<file path="src/rtl/nasti_lite_pkg.sv">
// Shared types and helpers for the nasti-lite write arbiter.
package nasti_lite_pkg;

    typedef enum logic [1:0] {
        ST_IDLE = 2'd0,
        ST_ADDR = 2'd1,
        ST_RESP = 2'd2
    } state_e;

    // Upper bound on requesters; the search helper works on this fixed width.
    localparam int MAX_MASTER = 8;

    // Round-robin find-first: lowest offset from ptr (with wrap) whose req bit is set.
    // Returns {valid, index}. Only the first n request bits take part.
    function automatic logic [3:0] rr_find_first(input logic [MAX_MASTER-1:0] req,
                                                 input logic [2:0]            ptr,
                                                 input int                    n);
        logic [3:0] res;
        int         idx;
        res = '0;
        // Walk offsets high to low so the smallest matching offset wins last.
        for (int k = MAX_MASTER - 1; k >= 0; k--) begin
            if (k < n) begin
                idx = (int'(ptr) + k) % n;
                if (req[idx[2:0]]) res = {1'b1, idx[2:0]};
            end
        end
        return res;
    endfunction

endpackage

</file>
<file path="src/rtl/nasti_lite_write_arbiter_rr.sv">
// Round-robin priority search over the AW valid bits.
module rr_arbiter
    import nasti_lite_pkg::*;
#(
    parameter int N  = 2,
    parameter int IW = 1
) (
    input  logic [N-1:0]  req_i,
    input  logic [IW-1:0] ptr_i,
    output logic [IW-1:0] grant_o,
    output logic          valid_o
);

    logic [MAX_MASTER-1:0] req_pad;
    logic [3:0]            res;

    // Zero-extend the request vector and run the shared search.
    always_comb begin
        req_pad        = '0;
        req_pad[N-1:0] = req_i;
        res            = rr_find_first(req_pad, 3'(ptr_i), N);
    end

    assign grant_o = res[IW-1:0];
    assign valid_o = res[3];

endmodule

</file>
<file path="src/rtl/nasti_lite_write_arbiter.sv">
// N-to-1 nasti-lite write arbiter: one outstanding transaction, round-robin grant.
module nasti_lite_write_arbiter
    import nasti_lite_pkg::*;
#(
    parameter int N_MASTER        = 2,
    parameter int ID_WIDTH        = 4,
    parameter int ADDR_WIDTH      = 13,
    parameter int LITE_DATA_WIDTH = 32
) (
    input  logic                              clk,
    input  logic                              rstn,
    input  logic [N_MASTER*ID_WIDTH-1:0]        m_aw_id,
    input  logic [N_MASTER*ADDR_WIDTH-1:0]      m_aw_addr,
    input  logic [N_MASTER*3-1:0]               m_aw_prot,
    input  logic [N_MASTER-1:0]                 m_aw_valid,
    output logic [N_MASTER-1:0]                 m_aw_ready,
    input  logic [N_MASTER*LITE_DATA_WIDTH-1:0] m_w_data,
    input  logic [N_MASTER*LITE_DATA_WIDTH/8-1:0] m_w_strb,
    input  logic [N_MASTER-1:0]                 m_w_valid,
    output logic [N_MASTER-1:0]                 m_w_ready,
    output logic [ID_WIDTH-1:0]                 m_b_id,
    output logic [1:0]                          m_b_resp,
    output logic [N_MASTER-1:0]                 m_b_valid,
    input  logic [N_MASTER-1:0]                 m_b_ready,
    output logic [ID_WIDTH-1:0]                 s_aw_id,
    output logic [ADDR_WIDTH-1:0]               s_aw_addr,
    output logic [2:0]                          s_aw_prot,
    output logic                                s_aw_valid,
    input  logic                                s_aw_ready,
    output logic [LITE_DATA_WIDTH-1:0]          s_w_data,
    output logic [LITE_DATA_WIDTH/8-1:0]        s_w_strb,
    output logic                                s_w_valid,
    input  logic                                s_w_ready,
    input  logic [ID_WIDTH-1:0]                 s_b_id,
    input  logic [1:0]                          s_b_resp,
    input  logic                                s_b_valid,
    output logic                                s_b_ready
);

    localparam int GW     = (N_MASTER > 1) ? $clog2(N_MASTER) : 1;
    localparam int STRB_W = LITE_DATA_WIDTH / 8;

    state_e          state_q, state_d;
    logic [GW-1:0]   grant_q, grant_d;
    logic [GW-1:0]   rr_ptr_q, rr_ptr_d;
    logic            aw_done_q, aw_done_d;
    logic            w_done_q, w_done_d;
    logic [GW-1:0]   arb_grant;
    logic            arb_valid;
    logic            aw_hs, w_hs, b_hs;

    rr_arbiter #(.N(N_MASTER), .IW(GW)) u_rr (
        .req_i   (m_aw_valid),
        .ptr_i   (rr_ptr_q),
        .grant_o (arb_grant),
        .valid_o (arb_valid)
    );

    // Route the granted master onto the slave side; gate handshakes by state and done flags.
    always_comb begin
        s_aw_id    = m_aw_id[grant_q*ID_WIDTH +: ID_WIDTH];
        s_aw_addr  = m_aw_addr[grant_q*ADDR_WIDTH +: ADDR_WIDTH];
        s_aw_prot  = m_aw_prot[grant_q*3 +: 3];
        s_w_data   = m_w_data[grant_q*LITE_DATA_WIDTH +: LITE_DATA_WIDTH];
        s_w_strb   = m_w_strb[grant_q*STRB_W +: STRB_W];
        s_aw_valid = 1'b0;
        s_w_valid  = 1'b0;
        s_b_ready  = 1'b0;
        m_aw_ready = '0;
        m_w_ready  = '0;
        m_b_valid  = '0;
        case (state_q)
            ST_ADDR: begin
                s_aw_valid          = m_aw_valid[grant_q] && !aw_done_q;
                m_aw_ready[grant_q] = s_aw_ready && !aw_done_q;
                s_w_valid           = m_w_valid[grant_q] && !w_done_q;
                m_w_ready[grant_q]  = s_w_ready && !w_done_q;
            end
            ST_RESP: begin
                m_b_valid[grant_q] = s_b_valid;
                s_b_ready          = m_b_ready[grant_q];
            end
            default: ;
        endcase
    end

    assign m_b_id   = s_b_id;
    assign m_b_resp = s_b_resp;
    assign aw_hs    = s_aw_valid && s_aw_ready;
    assign w_hs     = s_w_valid && s_w_ready;
    assign b_hs     = s_b_valid && s_b_ready;

    // Next-state: grant in IDLE, wait for both AW and W in ADDR, release on B.
    always_comb begin
        state_d   = state_q;
        grant_d   = grant_q;
        rr_ptr_d  = rr_ptr_q;
        aw_done_d = aw_done_q;
        w_done_d  = w_done_q;
        case (state_q)
            ST_IDLE: begin
                if (arb_valid) begin
                    grant_d = arb_grant;
                    state_d = ST_ADDR;
                end
            end
            ST_ADDR: begin
                aw_done_d = aw_done_q || aw_hs;
                w_done_d  = w_done_q || w_hs;
                if ((aw_done_q || aw_hs) && (w_done_q || w_hs)) begin
                    aw_done_d = 1'b0;
                    w_done_d  = 1'b0;
                    state_d   = ST_RESP;
                end
            end
            ST_RESP: begin
                if (b_hs) begin
                    state_d  = ST_IDLE;
                    rr_ptr_d = (grant_q == GW'(N_MASTER - 1)) ? '0 : grant_q + 1'b1;
                end
            end
            default: state_d = ST_IDLE;
        endcase
    end

    // State registers; reset abandons any transaction in flight.
    always_ff @(posedge clk or negedge rstn) begin
        if (!rstn) begin
            state_q   <= ST_IDLE;
            grant_q   <= '0;
            rr_ptr_q  <= '0;
            aw_done_q <= 1'b0;
            w_done_q  <= 1'b0;
        end else begin
            state_q   <= state_d;
            grant_q   <= grant_d;
            rr_ptr_q  <= rr_ptr_d;
            aw_done_q <= aw_done_d;
            w_done_q  <= w_done_d;
        end
    end

endmodule

</file>
<file path="config.mk">
export PLATFORM = sky130hd
export DESIGN_NAME = nasti_lite_write_arbiter
export DESIGN_NICKNAME = d
export VERILOG_FILES = /design/src/rtl/nasti_lite_pkg.sv /design/src/rtl/nasti_lite_write_arbiter_rr.sv /design/src/rtl/nasti_lite_write_arbiter.sv
export SDC_FILE = /design/constraint.sdc
export NUM_CORES = 1
export LEC_CHECK = 0
export BUFFER_PORTS_ARGS = -buffer_cell sky130_fd_sc_hd__buf_2
export CAP_MARGIN = 20
export CORE_ASPECT_RATIO = 0.6
export CORE_MARGIN = 5
export CORE_UTILIZATION = 27
export DETAILED_ROUTE_END_ITERATION = 8
export GPL_TIMING_DRIVEN = 0
export PLACE_DENSITY = 0.82
export REMOVE_ABC_BUFFERS = 1
export SLEW_MARGIN = 30
export SYNTH_ARGS = -nofsm -noshare
export SYNTH_HDL_FRONTEND = slang
export SYNTH_SLANG_ARGS = --single-unit
</file>
<file path="constraint.sdc">
create_clock -name clk -period 1.87 [get_ports clk]
set_clock_uncertainty 0.1 [all_clocks]
set_input_delay 0.187 -clock clk [delete_from_list [all_inputs] [get_ports clk]]
set_output_delay 0.187 -clock clk [all_outputs]
set_load 0.02 [all_outputs]
</file>
**Yosys cells after proc, flatten, opt, wreduce, memory -nomap -nowiden**

Cells that the tools add are included.

- Flip-flop bits (word level): 6
- Input bits: 129
- Output and inout bits: 71
- Word-level logic and storage cells: 71

- Add/sub/neg operators: 2
- $mul: 2
- Order comparisons: 4
- Eq/ne operators: 5
- Shift-type cells: 5
- Multiplexer cells: 27
- Bitwise operators: 4
- Reduce and logical (&&, ||, !) cells: 17

Operator list:

| kind | number |
|---|---|
| 64-bit by 7-bit variable part select with 32-bit output | 1 |
| 26-bit by 6-bit variable part select with 13-bit output | 1 |
| 1-bit two-way mux | 16 |
| 8-bit by 4-bit variable part select with 4-bit output | 2 |
| 2-bit two-way mux | 6 |
| 1-bit logical AND | 9 |
| 4-bit two-way mux | 2 |
| 2-bit bitwise AND | 3 |
| 2-bit one-hot mux with 3 select lines | 1 |
| 6-bit by 4-bit variable part select with 3-bit output | 1 |
| 1-bit by 4-bit multiplier with 5-bit output (second input constant) | 1 |
| 1-bit by 4-bit < comparator with 1-bit output (second input constant) | 1 |
| 3-bit by 4-bit < comparator with 1-bit output (second input constant) | 1 |
| 2-bit != test (second input constant) | 2 |
| 2-bit AND reduction | 2 |
| 1-bit by 2-bit multiplier with 3-bit output (second input constant) | 1 |
| 3-bit AND reduction | 1 |
| 1-bit adder (second input constant) | 2 |
| 1-bit binary-select mux with 2-bit select | 1 |
| 2-bit by 1-bit equality test with 1-bit output (second input constant) | 1 |
| 2-bit equality test (second input constant) | 1 |
| 1-bit zero test | 2 |
| 2-bit zero test | 1 |
| 1-bit logical OR | 2 |
| 5 further kinds | 5 |

**Logic depth before layout (Yosys ltp)**

Gate-level depths: netlist of run 1.

- Depth after elaboration: 9
- Gate-level depth with buffers: 4
- Mapped depth without buffers: 3

**By module**

Synthesis of run 1 repeated with hierarchy kept, for this count alone.

- Cell total of the unflattened synthesis: 124
- Area, all modules: 1139.8 sq um

Modules (own cells, without submodules):

| module | instances | cells each | area an instance (sq um) | sequential area each (sq um) |
|---|---|---|---|---|
| nasti_lite_write_arbiter | 1 | 121 | 1122.3 | 150.1 |
| rr_arbiter | 1 | 3 | 17.5 | 0.0 |

**Worst setup path after synthesis of run 1**

No wires, ideal clock.

- Kind: reg2out
- Start point: register grant_q
- End point: output port m_aw_ready[0]
- Data arrival time: 1.484 ns
- Data required time: 1.583 ns
- Slack: 0.099 ns
- Cell stages (with the launch flop): 4
- Buffers on the path: 2
- Cell sequence: dfrtp_1 buf_2 buf_2 nor4bb_1

- Word-level cells in the longest chain between the ends: 6
- Elaborated cells on any way between the ends: 7
- Those cells by class: 2 x order compare; 3 x mux; 1 x bitwise; 1 x reduce/logical

Ends and longest elaborated chain:

| what | RTL line | RTL |
|---|---|---|
| start: declaration | nasti_lite_write_arbiter.sv:44 | `logic [GW-1:0] grant_q, grant_d;` |
| start signal: assignment | nasti_lite_write_arbiter.sv:136 | `grant_q <= grant_d;` |
| 1-bit by 2-bit < comparator with 1-bit output (implied by the code) or 1-bit greater-or-equal comparator (tied branches) | nasti_lite_write_arbiter.sv:75 | `m_aw_ready[grant_q] = s_aw_ready && !aw_done_q;` |
| 1-bit logical AND | nasti_lite_write_arbiter.sv:75 |  |
| 1-bit two-way mux (implied by the code) | nasti_lite_write_arbiter.sv:75 |  |
| 1-bit demux with 1-bit select * | nasti_lite_write_arbiter.sv:75 |  |
| 2-bit bitwise AND (no source line) * | n/a |  |
| 2-bit two-way mux * | nasti_lite_write_arbiter.sv:72 | `case (state_q)` |
| end: declaration | nasti_lite_write_arbiter.sv:16 | `output logic [N_MASTER-1:0] m_aw_ready,` |

Mark *: on every way between the ends. The rest lies on a longest branch, timed or not.

**Worst setup path after layout of run 1**

- Start point: register grant_q
- End point: output port s_w_valid

- Word-level cells in the longest chain between the ends: 4

Ends and longest elaborated chain:

| what | RTL line | RTL |
|---|---|---|
| 1-bit two-way mux (implied by the code) (2 in series) | nasti_lite_write_arbiter.sv:76 | `s_w_valid = m_w_valid[grant_q] && !w_done_q;` |
| 1-bit logical AND | nasti_lite_write_arbiter.sv:76 |  |
| 1-bit two-way mux | nasti_lite_write_arbiter.sv:72 |  |
| end: declaration | nasti_lite_write_arbiter.sv:32 | `output logic s_w_valid,` |

No other way between the ends. The select of a mux whose other input is x is not followed.

==> metrics.cfg, run 1 <==
[status]
status = finished clean

[synth]
synthArstFlopShare = 1.00
postSynthCellCount = 111
ys_ff_latch = 6
yosysUniqueCellTypes = 22
avgSynthCellArea_um2 = 10.1
synthTopCellsByCount = mux2_2, buf_4, dfrtp_1, a31oi_1, nor2_1
synth.top_cell.area_share = 0.574
ys_warn_count = 0
yosysMostFrequentCell = mux2_2
synth_top_cells_by_area = mux2_2, dfrtp_1, buf_4
seq_area_frac_synth = 0.134
synth_flop_cell = dfrtp_1
syn_area_um2 = 1120
synth-edff-count = 0
synth_top_area_cell = mux2_2

[critical_path]
worstPathMaxFanout = 19
endpoint_kind = output pin
ff2ff_path_depth = 4
cp-start-kind = register
critPathKind = reg -> out
worstPathArrival_ns = 1.50
cp.required_ns = 1.58
reg2reg_from = grant_q
crit-reg2reg-capture = state_q[1]
r2r_slack_ns = 0.16

[sta]
period_minus_slack_ns = 1.78
slew_headroom = 0.840
worst_pin_slew_ns = 0.239
setup_viol = 0
fmax_ghz = 0.561
finalCritPeriodShare = 0.953
drv_slew = 0
rsz0062_at_grt = no
finalHoldViolCount = 0
whs_ns = 0.0608

[detailed_routing]
drcViolationCount = 0
postRouteAntennaNets = 0
wl_per_cell_um = 14.7
vias = 1585
first_iter_violations = 36
vias_per_cell = 4.62
drt_pass1_iterations = 4
wl_um = 5040

[clocking]
cts_buffer_depth = 2
cts_root_buffer = clkbuf_8
insertion_delay_ns = 0.23
cts.sinks = 6
htree_levels = 1
clk_pin_slew_ns = 0.04
numCtsBuffers = 3
cts_tree = built

[floorplan]
die_width_um = 93.1
ios = 200
dieArea_um2 = 5570
die_h_um = 59.9
initial_core_util = 0.276
rows = 18
core_um2 = 4050

[power_and_ir_drop]
p_switching_mw = 1.39
pwr-share-comb = 0.825
clkPwrFrac = 0.074
p_sw_frac = 0.495
p_leak_nw = 1.22
p_seq_frac = 0.101
peakVddDrop_mv = 0.562
cellPowerDensity_nw_per_um2 = 1300
p_int_mw = 1.42

[grt]
grt_max_degree = 39
grtUsageTotal = 0.162
grt_pass1_wl_um = 7300
antenna_found_initial = 0
grt_pass1_vias = 1610
grt_overflow = 0

[placed_design]
dp_hpwl_um = 4230
port_buffers = 187
dp_cells = 335
globalplace.congestion = 0.745
post_dp_cell_area_um2 = 2040

[min_path]
min_from = m_aw_valid[0]
min_path_cells = 2
hp-class = in -> reg
hold-path-endpoint = grant_q

[layout]
final_layout_size_suffix_gt1_frac = 0.870
layout.cells.non_filler = 343
nets = 423
area_delta_synth_final_pct = 92.2
fin_area_um2 = 2150
diodes = 0

[job]
maxCapViolCount = 0

[kinds of logic (layout without fill, tap and decap cells)]
logic type,count (synthesis),after routing,synth area share
AOI/OAI and AO/OA,13,13,0.0805
and+or+nand+nor,18,18,0.0984
DFF,6,6,0.134
buffers and inverters,15,197,0.0906
muxes,59,59,0.596
[stage by stage]
stage / setup slack (ns) / TNS [ns] / total power, mW / utilization
2_1_floorplan: -0.842 / -36.44 / 1.75 / -
3_3_place_gp: -1.26 / -67.95 / 2.44 / 0.498
3_5_place_dp: -0.139 / -0.241 / 2.47 / 0.504
4_1_cts: 0.0620 / 0 / 2.75 / 0.523
5_1_grt: 0.0186 / 0 / 2.99 / 0.530
6_report: 0.0870 / 0 / 2.80 / 0.530
[layer usage]
layer / global-route usage / routed length, µm
met5: 0 / 0
met4: 0.0376 / 55
met3: 0.0403 / 581
met2: 0.314 / 2600
met1: 0.182 / 1800
[worst max-delay path: stages, from the launching register on]
cell and delay [ns]:
dfrtp_4 0.46, buf_12 0.17, mux2_2 0.37, nand2_1 0.07
nor2_1 0.03, buf_2 0.16
[power groups by stage]
stage                     registers [mW]  logic, mW  clock network, mW
after detailed placement           0.354       2.12                  0
after CTS                          0.262       2.28              0.210
final                              0.283       2.31              0.207
after global placement             0.456       1.99                  0
after global routing               0.290       2.48              0.221
after floorplan                    0.401       1.35                  0
[what timing repair did]
| action | 4_1_cts | 5_1_grt |
|---|---|---|
| pin swaps | 0 | 0 |
| setup endpoints to repair | 37 | 3 |
| hold buffers | 1 | 0 |
| hold endpoints to repair | 6 | 0 |
| cloned | 0 | 1 |
| buffers inserted | 2 | 0 |
| resized for setup | 1 | 1 |
[final cells by class]
| type | count | area (µm²) |
|---|---|---|
| Clock buffer | 4 | 45.0 |
| Timing Repair Buffer | 192 | 1010 |
| Inverter | 1 | 3.75 |
| Tap cell | 50 | 62.6 |
| Fill cell | 383 | 1900 |
| Sequential cell | 6 | 154 |
| Multi-Input combinational cell | 90 | 875 |
[registers in the layout (all words and copies together), names as in the netlist]
register   flops
state_q        2
grant_q        1
rr_ptr_q       1
w_done_q       1
aw_done_q      1
[placed cells by master, fill, tap and decap left out, drive strengths merged]
master	n
nand2b	1
nand2	3
nor3	1
a21o	2
a32o	1
dfrtp	6
buf	190
and4b	2
nor2b	3
a311oi	1
and3	1
nor2	4
o21ai	2
a31oi	4
a21oi	3
mux2i	1
dlygate4sd3	1
clkbuf	5
nand3b	1
inv	1
mux2	58
nor4bb	2
[how the worst max path moves through the flow]
stage                     slack [ns]         end  cells after the start  startpoint
final                           0.09   s_w_valid                      5     grant_q
after global routing            0.02   s_w_valid                      5     grant_q
after CTS                       0.06   s_w_valid                      5     grant_q
after detailed placement       -0.14  state_q[1]                      4     grant_q
after floorplan                -0.84  state_q[1]                      3     grant_q
after global placement         -1.26  state_q[1]                      3     grant_q
Note: power is estimated with default switching activity, not from simulation.
==> run 2, diff against run 1 <==
--- a/config.mk
+++ b/config.mk
@@ -7,12 +7,14 @@
 export LEC_CHECK = 0
 export BUFFER_PORTS_ARGS = -buffer_cell sky130_fd_sc_hd__buf_2
 export CAP_MARGIN = 20
+export CELL_PAD_IN_SITES_DETAIL_PLACEMENT = 0
+export CELL_PAD_IN_SITES_GLOBAL_PLACEMENT = 2
 export CORE_ASPECT_RATIO = 0.6
 export CORE_MARGIN = 5
-export CORE_UTILIZATION = 27
+export CORE_UTILIZATION = 12
 export DETAILED_ROUTE_END_ITERATION = 8
 export GPL_TIMING_DRIVEN = 0
-export PLACE_DENSITY = 0.82
+export PLACE_DENSITY_LB_ADDON = 0.1
 export REMOVE_ABC_BUFFERS = 1
 export SLEW_MARGIN = 30
 export SYNTH_ARGS = -nofsm -noshare
==> constraint.sdc (replaced) <==
create_clock -name clk -period 2.1 [get_ports clk]
set_clock_uncertainty 0.1 [all_clocks]
set_input_delay 0.21 -clock clk [delete_from_list [all_inputs] [get_ports clk]]
set_output_delay 0.21 -clock clk [all_outputs]
set_load 0.02 [all_outputs]
==> metrics.cfg, run 2 (synthesis gave the netlist of run 1 again) <==
[layout]
fillers = 1029
nets = 422
area.sequential_um2 = 154
final_cell_mix = buf_2, mux2_2, dfrtp_1
top_register = state_q
area_delta_synth_final_pct = 102
final_layout_size_suffix_gt1_frac = 0.870
diodes = 0
multi_input_area_um2 = 875
mostFrequentLayoutCell = buf_2
layout.cells.non_filler = 408
largest_register_ffs = 2

[critical_path]
cp_cell_sequence = buf_16 -> mux2_2 -> nand2_1 -> nor2_1 -> buf_2
worstPathArrival_ns = 1.68
worstPathMaxFanout = 24
r2r_slack_ns = 0.21
cp_num_buf_inv = 2
ff2ff_path_depth = 4
cp-start-kind = register
max_stage_delay_ns = 0.56
cpLargestDelayFamily = flip-flops
cp.required_ns = 1.79
endpoint_kind = output pin
crit_cells = 5
critPathKind = reg -> out
cpMaxStageDelayCell = dfrtp_4

[detailed_routing]
vias_per_cell = 3.97
wl_met2_um = 2650
m1WireLength_um = 2400
wl_um = 5900
postRouteAntennaNets = 0
dr.max_layer_used = met4
dr_wl_met3_um = 828
drcViolationCount = 0
first_iter_violations = 6
vias = 1621
drt_pass1_iterations = 4
wl_per_cell_um = 14.5

[floorplan]
initial_core_util = 0.123
rows = 27
dieArea_um2 = 11400
ios = 200
core_um2 = 9120
die_h_um = 84.8
die_width_um = 135

[power_and_ir_drop]
p_leak_nw = 1.23
cellPowerDensity_nw_per_um2 = 1170
peakVddDrop_mv = 0.314
power_mw = 2.65

[sta]
drv_slew = 0
finalCritPeriodShare = 0.946
setup_tns_ns = 0
finalHoldViolCount = 0
slew_headroom = 0.779
whs_ns = 0.0950
worst_pin_slew_ns = 0.327
rsz0062_at_grt = no
setup_viol = 0
period_minus_slack_ns = 1.99
setup_ws_ns = 0.114
fmax_ghz = 0.504

[placed_design]
port_buffers = 187
dp_cells = 401
dp_hpwl_um = 4970
globalplace.congestion = 0.677
place_worst_setup_slack_ns = 0.0372

[job]
maxCapViolCount = 0

[clocking]
cts_root_buffer = clkbuf_16
insertion_delay_ns = 0.23
cts_tree = built
cts_buffer_depth = 2
htree_levels = 1
clk_pin_slew_ns = 0.04
cts.sinks = 6
numCtsBuffers = 3

[min_path]
min_path_cells = 2
hp-class = in -> reg

[grt]
grt_max_degree = 48
grtUsageTotal = 0.0922
antenna_found_initial = 0
grt_pass1_vias = 1708
grt_pass1_wl_um = 8580
grt_overflow = 0

[status]
status = finished clean

run 2: changes by cell type in the layout (fill, tap and decap cells not counted), sizes merged:
cell	delta
buf	-1
run 2: path summary, 6_finish.rpt:
path	end	from
max in group asynchronous	grant_q	rstn
worst min-delay path	grant_q	m_aw_valid[0]
min in group asynchronous	grant_q	rstn
worst max-delay path	s_w_valid	grant_q
worst max register to register	state_q[1]	grant_q
worst min register to register	rr_ptr_q	rr_ptr_q
run 2: repair_timing:
item	in CTS	in global routing
gates cloned	0	1
pin swaps	0	0
gates resized for setup	1	1
hold endpoints to repair	6	0
setup buffers	1	0
setup endpoints to repair	3	2
hold buffers	1	0
run 2: cell type report:
type,instances,area share
flip-flops and latches,6,0.0680
multi-input cells,90,0.387
well taps,116,0.0642
clock buffers,4,0.0348
inverters,1,0.00166
repair buffers,191,0.445
run 2: worst reg2reg max path: stages (launching register included):
cell     delay, ns
dfrtp_4       0.56
buf_16        0.21
mux2_2        0.41
a21o_1        0.24
a32o_1        0.26
run 2: metrics by stage:
stage,cell area [µm²],util
3_3_place_gp,2100,0.230
4_1_cts,2230,0.245
3_5_place_dp,2130,0.234
2_1_floorplan,1020,-
5_1_grt,2260,0.248
6_report,2260,0.248
run 2: report_power, final:
part	switching [mW]	total [mW]	internal, mW
clock network	0.0644	0.316	0.252
registers	0.118	0.289	0.171
logic	1.10	2.05	0.953
run 2: layer usage:
| metal | track usage | vias up |
|---|---|---|
| li1 | - | 779 |
| met1 | 0.102 | 704 |
| met2 | 0.169 | 136 |
| met3 | 0.0419 | 2 |
| met4 | 0.00832 | 0 |
| met5 | 0 | - |
==> run 3, diff against run 2 <==
--- a/config.mk
+++ b/config.mk
@@ -13,10 +13,9 @@
 export CORE_MARGIN = 5
 export CORE_UTILIZATION = 12
 export DETAILED_ROUTE_END_ITERATION = 8
-export GPL_TIMING_DRIVEN = 0
 export PLACE_DENSITY_LB_ADDON = 0.1
+export RECOVER_POWER = 25
 export REMOVE_ABC_BUFFERS = 1
-export SLEW_MARGIN = 30
 export SYNTH_ARGS = -nofsm -noshare
 export SYNTH_HDL_FRONTEND = slang
 export SYNTH_SLANG_ARGS = --single-unit
==> metrics.cfg, run 3 (synthesis gave the netlist of run 1 again) <==
[detailed_routing]
first_iter_violations = 31
drcViolationCount = 0
wl_per_cell_um = 14.3
m1WireLength_um = 2270
drt_pass1_iterations = 4
wl_um = 5850
dr.max_layer_used = met5
vias = 1631
wl_met2_um = 2670
postRouteAntennaNets = 0
vias_per_cell = 3.99
dr_wl_met3_um = 864

[sta]
setup_tns_ns = 0
finalHoldViolCount = 0
period_minus_slack_ns = 1.91
setup_viol = 0
drv_slew = 0
whs_ns = 0.112
rsz0062_at_grt = no
slew_headroom = 0.743
worst_pin_slew_ns = 0.386
finalCritPeriodShare = 0.912
fmax_ghz = 0.522

[power_and_ir_drop]
peakVddDrop_mv = 0.243
p_leak_nw = 1.20
cellPowerDensity_nw_per_um2 = 1150
power_mw = 2.54

[clocking]
numCtsBuffers = 3
postCtsResizedCells = 0
cts_buffer_depth = 2
clk_pin_slew_ns = 0.04
post_cts_buffers = 0
insertion_delay_ns = 0.23
cts_tree = built
cts_root_buffer = clkbuf_16
cts.sinks = 6
htree_levels = 1

[layout]
diodes = 0
largest_register_ffs = 2
fin_util = 0.242
layout.cells.non_filler = 409
top_register = state_q
final_layout_size_suffix_gt1_frac = 0.843
nets = 423
final_cell_mix = buf_2, mux2_2, dfrtp_1
area_delta_synth_final_pct = 97.3
mostFrequentLayoutCell = buf_2

[floorplan]
die_h_um = 84.8
core_um2 = 9120
rows = 27
initial_core_util = 0.123
die_width_um = 135
ios = 200
dieArea_um2 = 11400

[critical_path]
cp-start-kind = register
cpLargestDelayFamily = buffers and inverters
cp.required_ns = 1.79
ff2ff_path_depth = 4
max_stage_delay_ns = 0.42
cp_num_buf_inv = 2
reg2reg_from = grant_q
cp_cell_sequence = buf_4 -> mux2_2 -> buf_2
worstPathMaxFanout = 30
critPathKind = reg -> out
crit-reg2reg-capture = state_q[1]
endpoint_kind = output pin
r2r_slack_ns = 0.57
cpMaxStageDelayCell = dfrtp_1
worstPathArrival_ns = 1.60

[grt]
grt_overflow = 0
grt_pass1_vias = 1776
grt_pass1_wl_um = 8550
antenna_found_initial = 1
grt_max_degree = 31
grtUsageTotal = 0.0924

[min_path]
hold-path-endpoint = grant_q
hp-class = in -> reg
min_path_cells = 2
min_from = m_aw_valid[0]

[placed_design]
globalplace.congestion = 0.695
dp_hpwl_um = 5220
dp_cells = 404
port_buffers = 187

[job]
maxCapViolCount = 0

[status]
status = finished clean

==> run 3: layer usage <==
| metal | up-vias | track usage |
|---|---|---|
| met1 | 716 | 0.102 |
| met3 | 4 | 0.0437 |
| li1 | 775 | - |
| met4 | 2 | 0.0111 |
| met5 | - | 0 |
| met2 | 134 | 0.167 |
==> run 3: how the worst max path moves through the flow <==
stage	startpoint	to	slack, ns	depth (start not counted)
floorplan	grant_q	state_q[1]	-0.61	3
global placement	grant_q	m_aw_ready[0]	0.43	3
detailed placement	grant_q	m_aw_ready[0]	0.42	3
CTS	grant_q	m_aw_ready[0]	0.18	3
global route	grant_q	s_aw_addr[0]	0.10	3
finish	grant_q	s_aw_addr[2]	0.19	3
==> run 3: stage by stage <==
| stage | worst slack (ns) | cell area (µm²) |
|---|---|---|
| after floorplan | -0.612 | 1020 |
| after CTS | 0.180 | 2220 |
| after global placement | 0.426 | 2130 |
| after global routing | 0.103 | 2210 |
| final | 0.185 | 2210 |
| after detailed placement | 0.423 | 2130 |
==> run 3: worst register-to-register path: stages (launching register included) <==
cell	delay (ns)
dfrtp_1	0.42
buf_4	0.39
mux2i_1	0.15
nand2b_1	0.16
a32o_1	0.19
==> run 3: layout make-up <==
class,instances,area [µm²]
Fill cell,1036,6910
Tap cell,116,145
Timing Repair Buffer,192,972
Sequential cell,6,150
Clock buffer,4,78.8
Inverter,1,3.75
Multi-Input combinational cell,90,857
==> run 3: what timing repair did <==
| action | in CTS | in global routing |
|---|---|---|
| endpoints found under the setup margin | 0 | 0 |
| endpoints found under the hold margin | 6 | 0 |
| hold buffers | 1 | 0 |
==> run 3: power breakdown <==
group / internal (mW) / switching [mW]
Clock: 0.253 / 0.0711
Combinational: 0.875 / 1.11
Sequential: 0.165 / 0.0643
